$ cat src/rtl/i2c_pkg.sv
// Shared types and constants for the two-requester I2C address-phase master.
package i2c_pkg;

    typedef enum logic [2:0] {
        IDLE,
        START,
        DATA,
        ACK,
        STOP,
        DONE
    } state_t;

    localparam int I2C_NBITS  = 8;
    localparam int I2C_ADDR_W = 7;

endpackage

$ cat src/rtl/tick_i2c.sv
// Quarter-period timebase: one-cycle tick at the end of every quarter of an
// SCL bit period, plus a wrapping 2-bit quarter index.
module tick_i2c #(
    parameter int DIV = 4
) (
    input  logic       clk,
    input  logic       reset,
    input  logic       i_clear,
    output logic       o_tick,
    output logic [1:0] o_quarter
);

    localparam int            QW     = (DIV > 1) ? $clog2(DIV) : 1;
    localparam logic [QW-1:0] Q_LAST = QW'(DIV - 1);

    logic [QW-1:0] r_cnt;
    logic [1:0]    r_quarter;

    assign o_tick    = (r_cnt == Q_LAST);
    assign o_quarter = r_quarter;

    // Count cycles within a quarter; advance the quarter index on each tick.
    always_ff @(posedge clk) begin
        if (reset || i_clear) begin
            r_cnt     <= '0;
            r_quarter <= 2'd0;
        end else if (o_tick) begin
            r_cnt     <= '0;
            r_quarter <= r_quarter + 2'd1;
        end else begin
            r_cnt     <= r_cnt + 1'b1;
        end
    end

endmodule

$ cat src/rtl/arb_i2c_mestre.sv
// Round-robin arbiter plus I2C address-phase serialiser for two requesters.
// Each grant produces START, 7-bit address, R/W, ACK slot and STOP.
module arb_i2c_mestre
    import i2c_pkg::*;
#(
    parameter int DIV = 4
) (
    input  logic                  clk,
    input  logic                  reset,
    input  logic [1:0]            req,
    input  logic [I2C_ADDR_W-1:0] endereco_0,
    input  logic [I2C_ADDR_W-1:0] endereco_1,
    input  logic                  op_0,
    input  logic                  op_1,
    output logic [1:0]            gnt,
    output logic                  ocupado,
    output logic                  done,
    output logic                  scl,
    output logic                  sda
);

    state_t                 r_state, w_nextState;
    logic [I2C_NBITS-1:0]   r_shift, w_nextShift;
    logic [3:0]             r_bitCnt, w_nextBitCnt;
    logic [1:0]             r_gnt, w_nextGnt;
    logic                   r_ultimo, w_nextUltimo;
    logic                   w_sel;
    logic                   w_tick;
    logic [1:0]             w_quarter;
    logic                   w_clear;
    logic                   w_bitEnd;

    // The timebase is held clear outside a transaction so every START is aligned.
    assign w_clear  = (r_state == IDLE) || (r_state == DONE);
    assign w_bitEnd = w_tick && (w_quarter == 2'd3);
    assign ocupado  = |gnt;

    tick_i2c #(.DIV(DIV)) u_tick (
        .clk       (clk),
        .reset     (reset),
        .i_clear   (w_clear),
        .o_tick    (w_tick),
        .o_quarter (w_quarter)
    );

    // State, shift register, bit counter, grant and round-robin pointer.
    always_ff @(posedge clk) begin
        if (reset) begin
            r_state  <= IDLE;
            r_shift  <= '0;
            r_bitCnt <= 4'd0;
            r_gnt    <= 2'b00;
            r_ultimo <= 1'b1;
        end else begin
            r_state  <= w_nextState;
            r_shift  <= w_nextShift;
            r_bitCnt <= w_nextBitCnt;
            r_gnt    <= w_nextGnt;
            r_ultimo <= w_nextUltimo;
        end
    end

    // Arbitration, sequencing and bus-line decode from the current state/quarter.
    always_comb begin
        w_nextState  = r_state;
        w_nextShift  = r_shift;
        w_nextBitCnt = r_bitCnt;
        w_nextGnt    = r_gnt;
        w_nextUltimo = r_ultimo;
        w_sel        = 1'b0;
        gnt          = 2'b00;
        done         = 1'b0;
        scl          = 1'b1;
        sda          = 1'b1;

        case (r_state)
            IDLE: begin
                if (req != 2'b00) begin
                    if (req == 2'b01)      w_sel = 1'b0;
                    else if (req == 2'b10) w_sel = 1'b1;
                    else                   w_sel = ~r_ultimo;
                    w_nextGnt    = w_sel ? 2'b10 : 2'b01;
                    w_nextUltimo = w_sel;
                    w_nextShift  = w_sel ? {endereco_1, op_1} : {endereco_0, op_0};
                    w_nextBitCnt = 4'd0;
                    w_nextState  = START;
                end
            end
            START: begin
                gnt = r_gnt;
                sda = ~w_quarter[1];
                if (w_bitEnd) w_nextState = DATA;
            end
            DATA: begin
                gnt = r_gnt;
                scl = w_quarter[1];
                sda = r_shift[I2C_NBITS-1];
                if (w_bitEnd) begin
                    w_nextShift = {r_shift[I2C_NBITS-2:0], 1'b0};
                    if (r_bitCnt == 4'(I2C_NBITS - 1)) begin
                        w_nextState = ACK;
                    end else begin
                        w_nextBitCnt = r_bitCnt + 4'd1;
                    end
                end
            end
            ACK: begin
                gnt = r_gnt;
                scl = w_quarter[1];
                if (w_bitEnd) w_nextState = STOP;
            end
            STOP: begin
                gnt = r_gnt;
                scl = w_quarter[1];
                sda = (w_quarter == 2'd3);
                if (w_bitEnd) w_nextState = DONE;
            end
            DONE: begin
                done        = 1'b1;
                w_nextState = IDLE;
            end
            default: begin
                w_nextState = IDLE;
            end
        endcase
    end

endmodule

$ cat config.mk
export PLATFORM = sky130hd
export DESIGN_NAME = arb_i2c_mestre
export DESIGN_NICKNAME = d
export VERILOG_FILES = /design/src/rtl/i2c_pkg.sv /design/src/rtl/tick_i2c.sv /design/src/rtl/arb_i2c_mestre.sv
export SDC_FILE = /design/constraint.sdc
export NUM_CORES = 1
export LEC_CHECK = 0
export ABC_AREA = 1
export CORE_MARGIN = 2
export CORE_UTILIZATION = 47
export CTS_BUF_LIST = sky130_fd_sc_hd__clkbuf_8
export CTS_CLUSTER_DIAMETER = 200
export CTS_CLUSTER_SIZE = 24
export DETAILED_ROUTE_END_ITERATION = 6
export GPL_ROUTABILITY_DRIVEN = 0
export PLACE_DENSITY = 0.82
export REMOVE_ABC_BUFFERS = 1
export SLEW_MARGIN = 40
export SYNTH_ARGS = -nofsm -noshare
export SYNTH_HDL_FRONTEND = slang
export SYNTH_SLANG_ARGS = --single-unit
$ cat constraint.sdc
create_clock -name clk -period 1.25 [get_ports clk]
set_input_delay 0.125 -clock clk [delete_from_list [all_inputs] [get_ports clk]]
set_output_delay 0.125 -clock clk [all_outputs]
set_load 0.05 [all_outputs]
* After elaboration in Yosys (flattened, before gate mapping)
Cells that the tools add are included.
** Storage, ports and cells
- Word-level logic and storage cells :: 67
- Input bits :: 20
- Memories kept :: 0
- Latch bits :: 0
- Register bits after elaboration :: 22
- Memory bits (writable) :: 0
- ROM bits :: 0
- Output and inout bits :: 6
** Cells by class
- Order comparisons :: 0
- Div/mod/pow operators :: 0
- Reduce and logical (&&, ||, !) cells :: 14
- Multipliers :: 0
- Equality and inequality tests :: 17
- Muxes and demuxes :: 24
- Shift-type cells :: 0
- $add $sub $neg :: 3
- Bitwise logic cells :: 2
** Operators with widths (number)
- $mux 8 :: 3
- $mux 3 :: 6
- $pmux 8 s2 :: 1
- $pmux 3 s5 :: 1
- $mux 4 :: 3
- $ne 2x2->1 const B :: 6
- $pmux 4 s2 :: 1
- $eq 2x2->1 const B :: 3
- $eq 3x2->1 const B :: 2
- $eq 3x3->1 const B :: 2
- $mux 1 :: 6
- $reduce_and 6->1 :: 1
- $add 2x1->2 const B :: 2
- $add 4x1->4 const B :: 1
- $eq 4x3->1 const B :: 1
- $mux 2 :: 2
- $reduce_and 4->1 :: 1
- $reduce_bool 2->1 :: 2
- $reduce_or 2->1 :: 2
- $reduce_or 4->1 :: 1
- $eq 3x1->1 const B :: 1
- $logic_not 3->1 :: 1
- $pmux 1 s3 :: 1
- $reduce_and 3->1 :: 1
- other kinds (7) :: 9

* Longest topological paths before layout
Gate-level depths: netlist of the first run.
- Depth in word-level cells :: 8
- Depth in mapped cells :: 9
- Gate-level depth less buffers :: 9

* Modules after synthesis
From an unflattened synthesis of the first run, not the netlist that was laid out.
** Second synthesis, totals
- Cell total of the unflattened synthesis :: 218
- Area total of the unflattened synthesis :: 1358.8 µm²
** Modules (own cells, without submodules)
- arb_i2c_mestre :: cells an instance 195, area an instance 1179.9 µm², times used 1, seq. area each 360.3 µm²
- tick_i2c :: cells an instance 23, area an instance 178.9 µm², times used 1, seq. area each 80.1 µm²

* Worst setup path before layout of the first run
Ideal clock, no wire load.
- Path type :: register -> register
- Start point :: register r_state[0]
- End point :: register u_tick.r_cnt[0]
- Stages on the path, launching flop included :: 6
- Setup time :: 0.112 ns
- Arrival time :: 2.038 ns
- Slack :: -0.900 ns
- Required time :: 1.138 ns
- Clock period less this slack :: 2.150 ns
- Path buffers :: 0
- Cells stage by stage :: dfxtp_1 inv_2 nor3_1 nand3b_1 or2_1 nor2_1
** On the way
- Longest elaborated chain between the ends :: 4
- Elaborated cells on any way between the ends :: 5
- Those cells by class :: eq/ne (1); reduce/logical (4)
** Ends and longest elaborated chain
- from (decl) :: line arb_i2c_mestre.sv:22 : state_t r_state, w_nextState;
- from (signal assigned) :: line arb_i2c_mestre.sv:55 : r_state <= w_nextState;
- $eq 3x3->1 or $logic_not 3->1 (tied branches) :: line arb_i2c_mestre.sv:34 : assign w_clear = (r_state == IDLE) || (r_state == DONE);
- $logic_or 1x1->1 * :: line arb_i2c_mestre.sv:34
- $logic_or 1x1->1 * :: line tick_i2c.sv:24 : if (reset || i_clear) begin
- $reduce_or 2->1 (no line) *
- to (signal assigned) :: line tick_i2c.sv:31 : r_cnt <= r_cnt + 1'b1;
- to (decl) :: line tick_i2c.sv:16 : logic [QW-1:0] r_cnt;
Mark *: on every way between the ends. The rest lies on a longest branch, timed or not.
A chain may end at the register's enable or synchronous reset.

* Final worst setup path of the first run
- Start point :: register r_state[1]
- End point :: register r_shift[4]
** On the way
- Longest elaborated chain between the ends :: 3
- Elaborated cells on any way between the ends :: 7
- Those cells by class :: eq/ne (3); mux (1); reduce/logical (3)
** Ends and longest elaborated chain
- $eq 3x2->1 or $logic_not 3->1 (tied branches) :: line arb_i2c_mestre.sv:76 : case (r_state)
- $ne 2x2->1 (no line) (tied with other cells)
- $reduce_and 3->1 (no line)
- to (signal assigned) :: line arb_i2c_mestre.sv:56 : r_shift <= w_nextShift;
- to (decl) :: line arb_i2c_mestre.sv:23 : logic [I2C_NBITS-1:0] r_shift, w_nextShift;
Parallel ways exist; a longest one is shown, timed or not.

==> impl_metrics.ini, run 1 <==
[status]
outcome = complete, but fails checks
violations = negative setup slack

[sta]
fin_tns_setup_ns = -5.008
clock_skew_ns = 0.004017
rsz0062_at_grt = yes
fmax_mhz = 653.9
holdWs_ns = 0.4195
slew_viol_final = 0
setup_slack_ns = -0.2793
slew_headroom_pct = 84.67
min_period_ns = 1.529
tightestPinTransition_ns = 0.2302
period_share_pct = 122.3
hold_viol = 0
setup_violations = 28

[critical_path]
path_buf_inv = 3
critPathMaxFanout = 14
r2r_setup_slack_ns = -0.28
worstReg2RegEnd = r_shift[4]
worstSetupPathType = reg -> reg
cp-startpoint = r_state[1]
path_cells = nor2_4 > buf_4 > nand2_4 > nand2_1 > inv_2 > nor2_4 > buf_12 > nand2_1 > nor2_1 > nor2_1
crit_path_start_kind = flip-flop
crit_family = simple AND/OR/NAND/NOR gates
cp.required_ns = 1.42
endpoint = r_shift[4]
endpoint_kind = flip-flop
cp.depth = 10
r2r-start = r_state[1]
worstPathArrival_ns = 1.70
slowest_stage = dfxtp_4
critical-path-max-stage-delay_ns = 0.40
rr_worst_depth = 10

[final_layout]
seq_area_um2 = 459.2
fin_area_um2 = 2212
final_cell_mix = 48 x nand2_1, 35 x buf_4, 26 x nor2_1, 19 x clkdlybuf4s50_1
final_common_cell = nand2_1
fillers = 113
finalNonFillerCells = 300
area_delta_synth_final_pct = 73.50
fin_nets = 294
drive_gt1_share_pct = 42.22
multiInputGateArea_um2 = 903.4
antenna_cells = 0

[global_route]
grt_use_total_pct = 26.61
grt_pass1_wl_mm = 6.527
grt_overflow_total = 0
grt_max_degree = 15
grt_pass1_vias = 1521
antenna_found_initial = 0

[die]
coreArea_um2 = 2522
start_util_pct = 50.55
dieWidth_um = 56.09
rows = 18
die_area_um2 = 3146
ios = 26
die_h_um = 56.09

[cts]
clkLatencyLatePin_ns = 0.28
numCtsBuffers = 3
path_clk_slew_ns = 0.08
clockBufferDepth = 2
clock-sinks = 22
htreeDepth = 1
tritoncts = yes
root_buffer = clkbuf_8

[detailed_routing]
vias = 1656
ant_nets = 0
via_per_inst = 5.520
drc = 0
dr.pass1.iters = 5
drtIter0Drc = 124
routed_wl_mm = 4.698
drt-wirelength-per-cell_um = 15.66

[pwr]
p_int_w = 0.002872
swShare_pct = 46.75
power_w = 0.005394
p_clk_share_pct = 9.9
p_leak_nw = 1.029
p_sw_w = 0.002522
p_comb_share_pct = 67.5
powerDensity_nw_per_um2 = 2438
ir_worst_vdd_mv = 2.285
seqPwrFrac_pct = 22.6

[synth]
synth-main-ff-cell = dfxtp_1
ys_top_cells_by_area = dfxtp_1 35%, nand2_1 17%, nor2_1 9.7%
synth_top_cell_by_area = dfxtp_1
ys_seq_elements = 22
yosysSeqAreaShare_pct = 34.54
synthArstFlopShare_pct = 0
syn_avg_cell_area_um2 = 6.343
synth_edf_count = 0
synth_warnings = 0
syn_area_um2 = 1275
synth_top_area_share_pct = 34.54
synth_cells = 201
ys_types = 24

[placed_design]
port_buffers = 25
dp_hpwl_mm = 2.284
dp_cells = 282
placed_cell_area_um2 = 1804

[run]
drv_cap = 0

[min_path]
min_path_type = reg -> reg
[cell type report]
type | instances | area share [%]
Multi-Input combinational cell | 153 | 40.84
Timing Repair Buffer | 68 | 29.98
Sequential cell | 22 | 20.76
Inverter | 23 | 4.242
Clock buffer | 4 | 2.489
Tap cell | 30 | 1.697
[worst reg2reg max path: cells and delay by family, from the launching register on]
| kind | cells | cell delay, ns |
|---|---|---|
| buf+inv | 3 | 0.35 |
| flops | 1 | 0.40 |
| simple gates | 7 | 0.67 |
[metrics by stage]
step	setup WS [ns]	util (%)
after floorplan	-0.8999	-
after global placement	-0.2308	71.53
after detailed placement	-0.3048	71.53
after CTS	-0.1947	82.29
after global routing	-0.3419	87.70
final	-0.2793	87.70
[repair_timing]
item                                   CTS  global route
endpoints found under the hold margin    0             0
gates resized for setup                 47            29
hold buffers                             0             0
setup endpoints to repair               28            28
setup buffers                           11             5
pin swaps                               12             9
[registers in the layout (all words and copies together), names as in the netlist]
signal            cells
u_tick.o_quarter      2
r_gnt                 2
r_ultimo              1
r_bitCnt              4
u_tick.r_cnt          2
r_shift               8
r_state               3
[cells in the mapped netlist, types with 3 or more instances]
cell type  instances
nand3_1           13
o21ai_0            4
inv_2              5
ha_1               3
inv_1             18
nor2_4             3
nor2_1            33
o21ai_1            7
nand2_1           59
nand2_2            6
a21oi_1           15
dfxtp_1           22
[metal layers]
| layer | global-route usage (%) | part of all wire, % | vias up |
|---|---|---|---|
| met5 | 0 | 0 | - |
| met4 | 14.97 | 4.1 | 0 |
| met3 | 5.116 | 7.7 | 22 |
| met2 | 45.21 | 50 | 100 |
| met1 | 31.01 | 38 | 760 |
| li1 | - | - | 774 |
[power groups by stage]
stage	Combinational (W)	Sequential [W]	Clock, W
after floorplan	0.00155	0.00111	0
after global placement	0.00248	0.00111	0
after detailed placement	0.00254	0.00112	0
after CTS	0.00308	0.00115	0.000522
after global routing	0.00386	0.00124	0.000563
final	0.00364	0.00122	0.000536
[logic make-up after synthesis]
family | Yosys count | share of synthesized area, %
AO/OA/AOI/OAI | 29 | 12.07
XOR/XNOR | 1 | 0.6871
adder cells (fa/ha/maj) | 3 | 2.944
buffers and inverters | 26 | 8.635
flip-flops | 22 | 34.54
AND/OR/NAND/NOR | 120 | 41.12
[worst min-delay path by stage]
stage | start | end | cells after the start
CTS | u_tick.r_cnt[0] | u_tick.r_cnt[0] | 1
finish | u_tick.r_cnt[0] | u_tick.r_cnt[0] | 1
global placement | u_tick.r_cnt[0] | u_tick.r_cnt[0] | 1
global route | u_tick.r_cnt[0] | u_tick.r_cnt[0] | 1
detailed placement | u_tick.r_cnt[0] | u_tick.r_cnt[0] | 1
floorplan | reset | r_bitCnt[2] | 1
Power figures use the tool's default switching activity.
==> run 2, diff against run 1 <==
- CORE_UTILIZATION: 47 -> 45
- CTS_BUF_LIST: sky130_fd_sc_hd__clkbuf_8 -> not set
- PLACE_DENSITY: 0.82 -> 0.79
==> impl_metrics.ini, run 2 (synthesis results as in run 1) <==
[cts]
tritoncts = yes
clock-sinks = 22
numCtsBuffers = 3
path_clk_slew_ns = 0.13
clkLatencyLatePin_ns = 0.32
clockBufferDepth = 2
htreeDepth = 1
root_buffer = clkbuf_4

[die]
die_h_um = 57.23
coreArea_um2 = 2734
rows = 19
die_area_um2 = 3275
ios = 26
dieWidth_um = 57.23
start_util_pct = 46.64

[pwr]
p_leak_nw = 1.051
ir_worst_vdd_mv = 1.985
powerDensity_nw_per_um2 = 2509

[sta]
rsz0062_at_grt = yes
clock_skew_ns = 0.0009098
fin_tns_setup_ns = -4.877
setup_violations = 28
setup_slack_ns = -0.2827
tightestPinTransition_ns = 0.3551
fmax_mhz = 652.5
slew_headroom_pct = 76.24
period_share_pct = 122.6
hold_viol = 0
slew_viol_final = 0
min_period_ns = 1.533

[final_layout]
regMostFlops = r_shift
drive_gt1_share_pct = 43.87
area_delta_synth_final_pct = 82.04
reg.largest.list = r_shift: 8 flops, r_bitCnt: 4 flops, r_state: 3 flops
finalNonFillerCells = 300
final_common_cell = nand2_1
multiInputGateArea_um2 = 1001
fin_nets = 293
largest_register_ffs = 8
final_cell_mix = 45 x nand2_1, 33 x buf_4, 23 x nor2_1, 19 x clkdlybuf4s50_1, 17 x dfxtp_1
seq_area_um2 = 454.2
fillers = 163
antenna_cells = 0

[critical_path]
cp-startpoint = r_state[2]
crit_path_start_kind = flip-flop
worstPathArrival_ns = 1.41
cp.required_ns = 1.12
worstSetupPathType = reg -> out
endpoint_kind = output pin
r2r-start = r_state[1]
critPathMaxFanout = 5

[global_route]
grt_max_degree = 14
grt_pass1_vias = 1482
grt_use_total_pct = 24.80
grt_overflow_total = 0
antenna_found_initial = 0
grt_pass1_wl_mm = 6.382

[placed_design]
port_buffers = 25
dp_cells = 283
dp_hpwl_mm = 2.374

[detailed_routing]
drt-wirelength-per-cell_um = 15.12
via_per_inst = 5.377
drtIter0Drc = 79
vias = 1613
dr.pass1.iters = 4
drc = 0
routed_wl_mm = 4.537
ant_nets = 0

[status]
violations = negative setup slack
outcome = complete, but fails checks

[min_path]
hp-start = endereco_1[4]
min_path_type = in -> reg

[run]
drv_cap = 0
run 2: cell types whose count changed in the layout (fill, tap and decap cells not counted), moves of 4 or more:
cell	previous run	this run
clkbuf_8	4	0
dfxtp_1	13	17
dfxtp_2	6	2
nand2_4	7	11
nor2_4	5	9
run 2: metal layers:
metal	track usage [%]	share of wire, %	vias up
met4	9.635	4.3	0
li1	-	-	774
met1	27.57	37	738
met5	0	0	-
met2	47.62	54	76
met3	2.721	5.2	25
run 2: report_power, final:
part	leakage, nW	switching, W	internal, W
Sequential	0.184	0.000213	0.000961
Clock	0.0279	0.000243	0.000325
Combinational	0.839	0.00221	0.00187
run 2: through the flow:
step           setup WS [ns]  hold WS [ns]  instance area [µm²]  total power [W]  utilization, %
3_3_place_gp         -0.2381        0.4522                 1818         0.003632           66.50
4_1_cts              -0.2683        0.4605                 2143         0.005028           78.40
3_5_place_dp         -0.2882        0.4580                 1818         0.003687           66.50
5_1_grt              -0.3412        0.4986                 2321         0.006139           84.90
2_1_floorplan        -0.8999        0.1941                 1251         0.002658               -
6_report             -0.2827        0.4792                 2321         0.005823           84.90
run 2: path summary, 6_finish.rpt:
| check | to | slack [ns] | depth (start not counted) |
|---|---|---|---|
| hold / removal | r_shift[5] | 0.48 | 5 |
| setup reg to reg | r_shift[7] | -0.26 | 10 |
| setup / recovery | sda | -0.28 | 6 |
| hold reg to reg | r_bitCnt[3] | 0.50 | 2 |
run 2: critical path, stage by stage (launching register included):
cell and delay [ns]:
dfxtp_4 0.39, inv_6 0.10, nand2_4 0.08, nor2_4 0.11
nand2_1 0.10, o2111ai_4 0.11, buf_12 0.17
run 2: repair_timing:
| action | CTS | global route |
|---|---|---|
| pin swaps | 11 | 20 |
| setup buffers | 10 | 3 |
| gates resized for setup | 59 | 37 |
| gates cloned | 0 | 1 |
| hold buffers | 0 | 0 |
| endpoints found under the setup margin | 28 | 28 |
| endpoints found under the hold margin | 0 | 0 |
run 2: area by class of cell:
| class | count | area share (%) |
|---|---|---|
| clock buffers | 3 | 0.9703 |
| flip-flops and latches | 22 | 19.57 |
| well taps | 31 | 1.671 |
| repair buffers | 67 | 29.00 |
| clock inverters | 1 | 1.294 |
| inverters | 23 | 4.367 |
| multi-input cells | 153 | 43.13 |
==> run 3, diff against run 2 <==
- CORE_UTILIZATION: 45 -> 50
- DONT_BUFFER_PORTS: not set -> 1
- MAX_ROUTING_LAYER: not set -> met4
- PLACE_DENSITY: 0.79 -> 0.73
==> impl_metrics.ini, run 3 (synthesis results as in run 1) <==
[die]
rows = 18
dieWidth_um = 54.50
die_area_um2 = 2970
coreArea_um2 = 2455
ios = 26
die_h_um = 54.50
start_util_pct = 51.94

[pwr]
ir_worst_vdd_mv = 1.718
powerDensity_nw_per_um2 = 2507
power_w = 0.004740
p_leak_nw = 0.9116

[final_layout]
seq_area_um2 = 454.2
reg.largest.list = r_shift: 8 flops, r_bitCnt: 4 flops, r_state: 3 flops
final_common_cell = nand2_1
fin_nets = 269
fin_area_um2 = 1891
regMostFlops = r_shift
antenna_cells = 0
multiInputGateArea_um2 = 892.1
area_delta_synth_final_pct = 48.28
drive_gt1_share_pct = 36.07
fillers = 166
final_cell_mix = 53 x nand2_1, 30 x buf_4, 28 x nor2_1, 17 x dfxtp_1, 16 x inv_1
largest_register_ffs = 8
finalNonFillerCells = 274

[status]
violations = negative setup slack
outcome = complete, but fails checks

[cts]
clock-sinks = 22
clkLatencyLatePin_ns = 0.32
tritoncts = yes
path_clk_slew_ns = 0.13
numCtsBuffers = 3
htreeDepth = 1
clockBufferDepth = 2
root_buffer = clkbuf_4

[sta]
slew_viol_final = 0
slew_headroom_pct = 79.44
setup_slack_ns = -0.2819
hold_viol = 0
period_share_pct = 122.6
clock_skew_ns = 0.01401
fmax_mhz = 652.8
setup_violations = 28
rsz0062_at_grt = yes
tightestPinTransition_ns = 0.3073
fin_tns_setup_ns = -4.480
min_period_ns = 1.532

[placed_design]
dp_hpwl_mm = 2.284
dp_cells = 259
pre_cts_ws_ns = -0.1574
placed_cell_area_um2 = 1564
port_buffers = 0

[global_route]
grt_pass1_vias = 1343
antenna_found_initial = 0
grt_overflow_total = 0
grt_pass1_wl_mm = 6.161
grt_max_degree = 14
grt_use_total_pct = 29.69

[critical_path]
endpoint_kind = output pin
crit_path_start_kind = flip-flop
rr_worst_depth = 8
worstPathArrival_ns = 1.41
critPathMaxFanout = 5
worstSetupPathType = reg -> out
cp.required_ns = 1.12

[detailed_routing]
routed_wl_mm = 3.905
via_per_inst = 5.391
ant_nets = 0
dr.pass1.iters = 4
drc = 0
drtIter0Drc = 32
vias = 1477
drt-wirelength-per-cell_um = 14.25

[run]
drv_cap = 0

[min_path]
whs_path_depth = 4
min_path_type = in -> reg
-- run 3: area by class of cell --
cell class	count	share of cell area, %
tap	30	1.985
clock buffer	3	1.191
inverter	23	5.228
multi-input combinational	154	47.19
sequential	22	24.02
timing repair buffer	42	20.38
-- run 3: routing by layer --
layer	part of all wire [%]	vias to the layer above	track usage, %	routed length [µm]
met3	7.5	9	3.552	293
met5	0	-	-	0
met1	38	656	35.51	1496
li1	-	726	-	-
met2	52	86	50.60	2045
met4	1.8	0	11.67	70
-- run 3: final timing paths --
| check | from | slack, ns | to |
|---|---|---|---|
| worst max-delay path | r_state[1] | -0.28 | ocupado |
| worst min-delay path | endereco_0[5] | 0.04 | r_shift[6] |
| worst max register to register | r_state[1] | -0.22 | r_state[1] |
| worst min register to register | u_tick.r_cnt[0] | 0.43 | u_tick.r_cnt[0] |
-- run 3: where the power goes --
group | switching, W | internal, W
Clock | 0.000224 | 0.000113
Combinational | 0.00189 | 0.00135
Sequential | 0.000211 | 0.000961
-- run 3: repair_timing --
action	4_1_cts	5_1_grt
gates cloned	1	0
pin swaps	13	5
setup buffers	7	3
hold buffers	1	0
endpoints found under the setup margin	28	28
resized for setup	45	15
hold endpoints to repair	7	0
-- run 3: stage by stage --
step	utilization, %	hold slack (ns)
final	77.01	0.04283
after detailed placement	63.71	0.2007
after global placement	63.71	0.1966
after floorplan	-	0.1941
after CTS	74.06	0.05974
after global routing	77.01	0.05921
-- run 3: critical path, stage by stage, from the launching register on --
cell	delay, ns
dfxtp_4	0.46
inv_2	0.09
nand3_4	0.10
nand3_4	0.13
nand2_4	0.11
nand2_4	0.05
buf_12	0.14
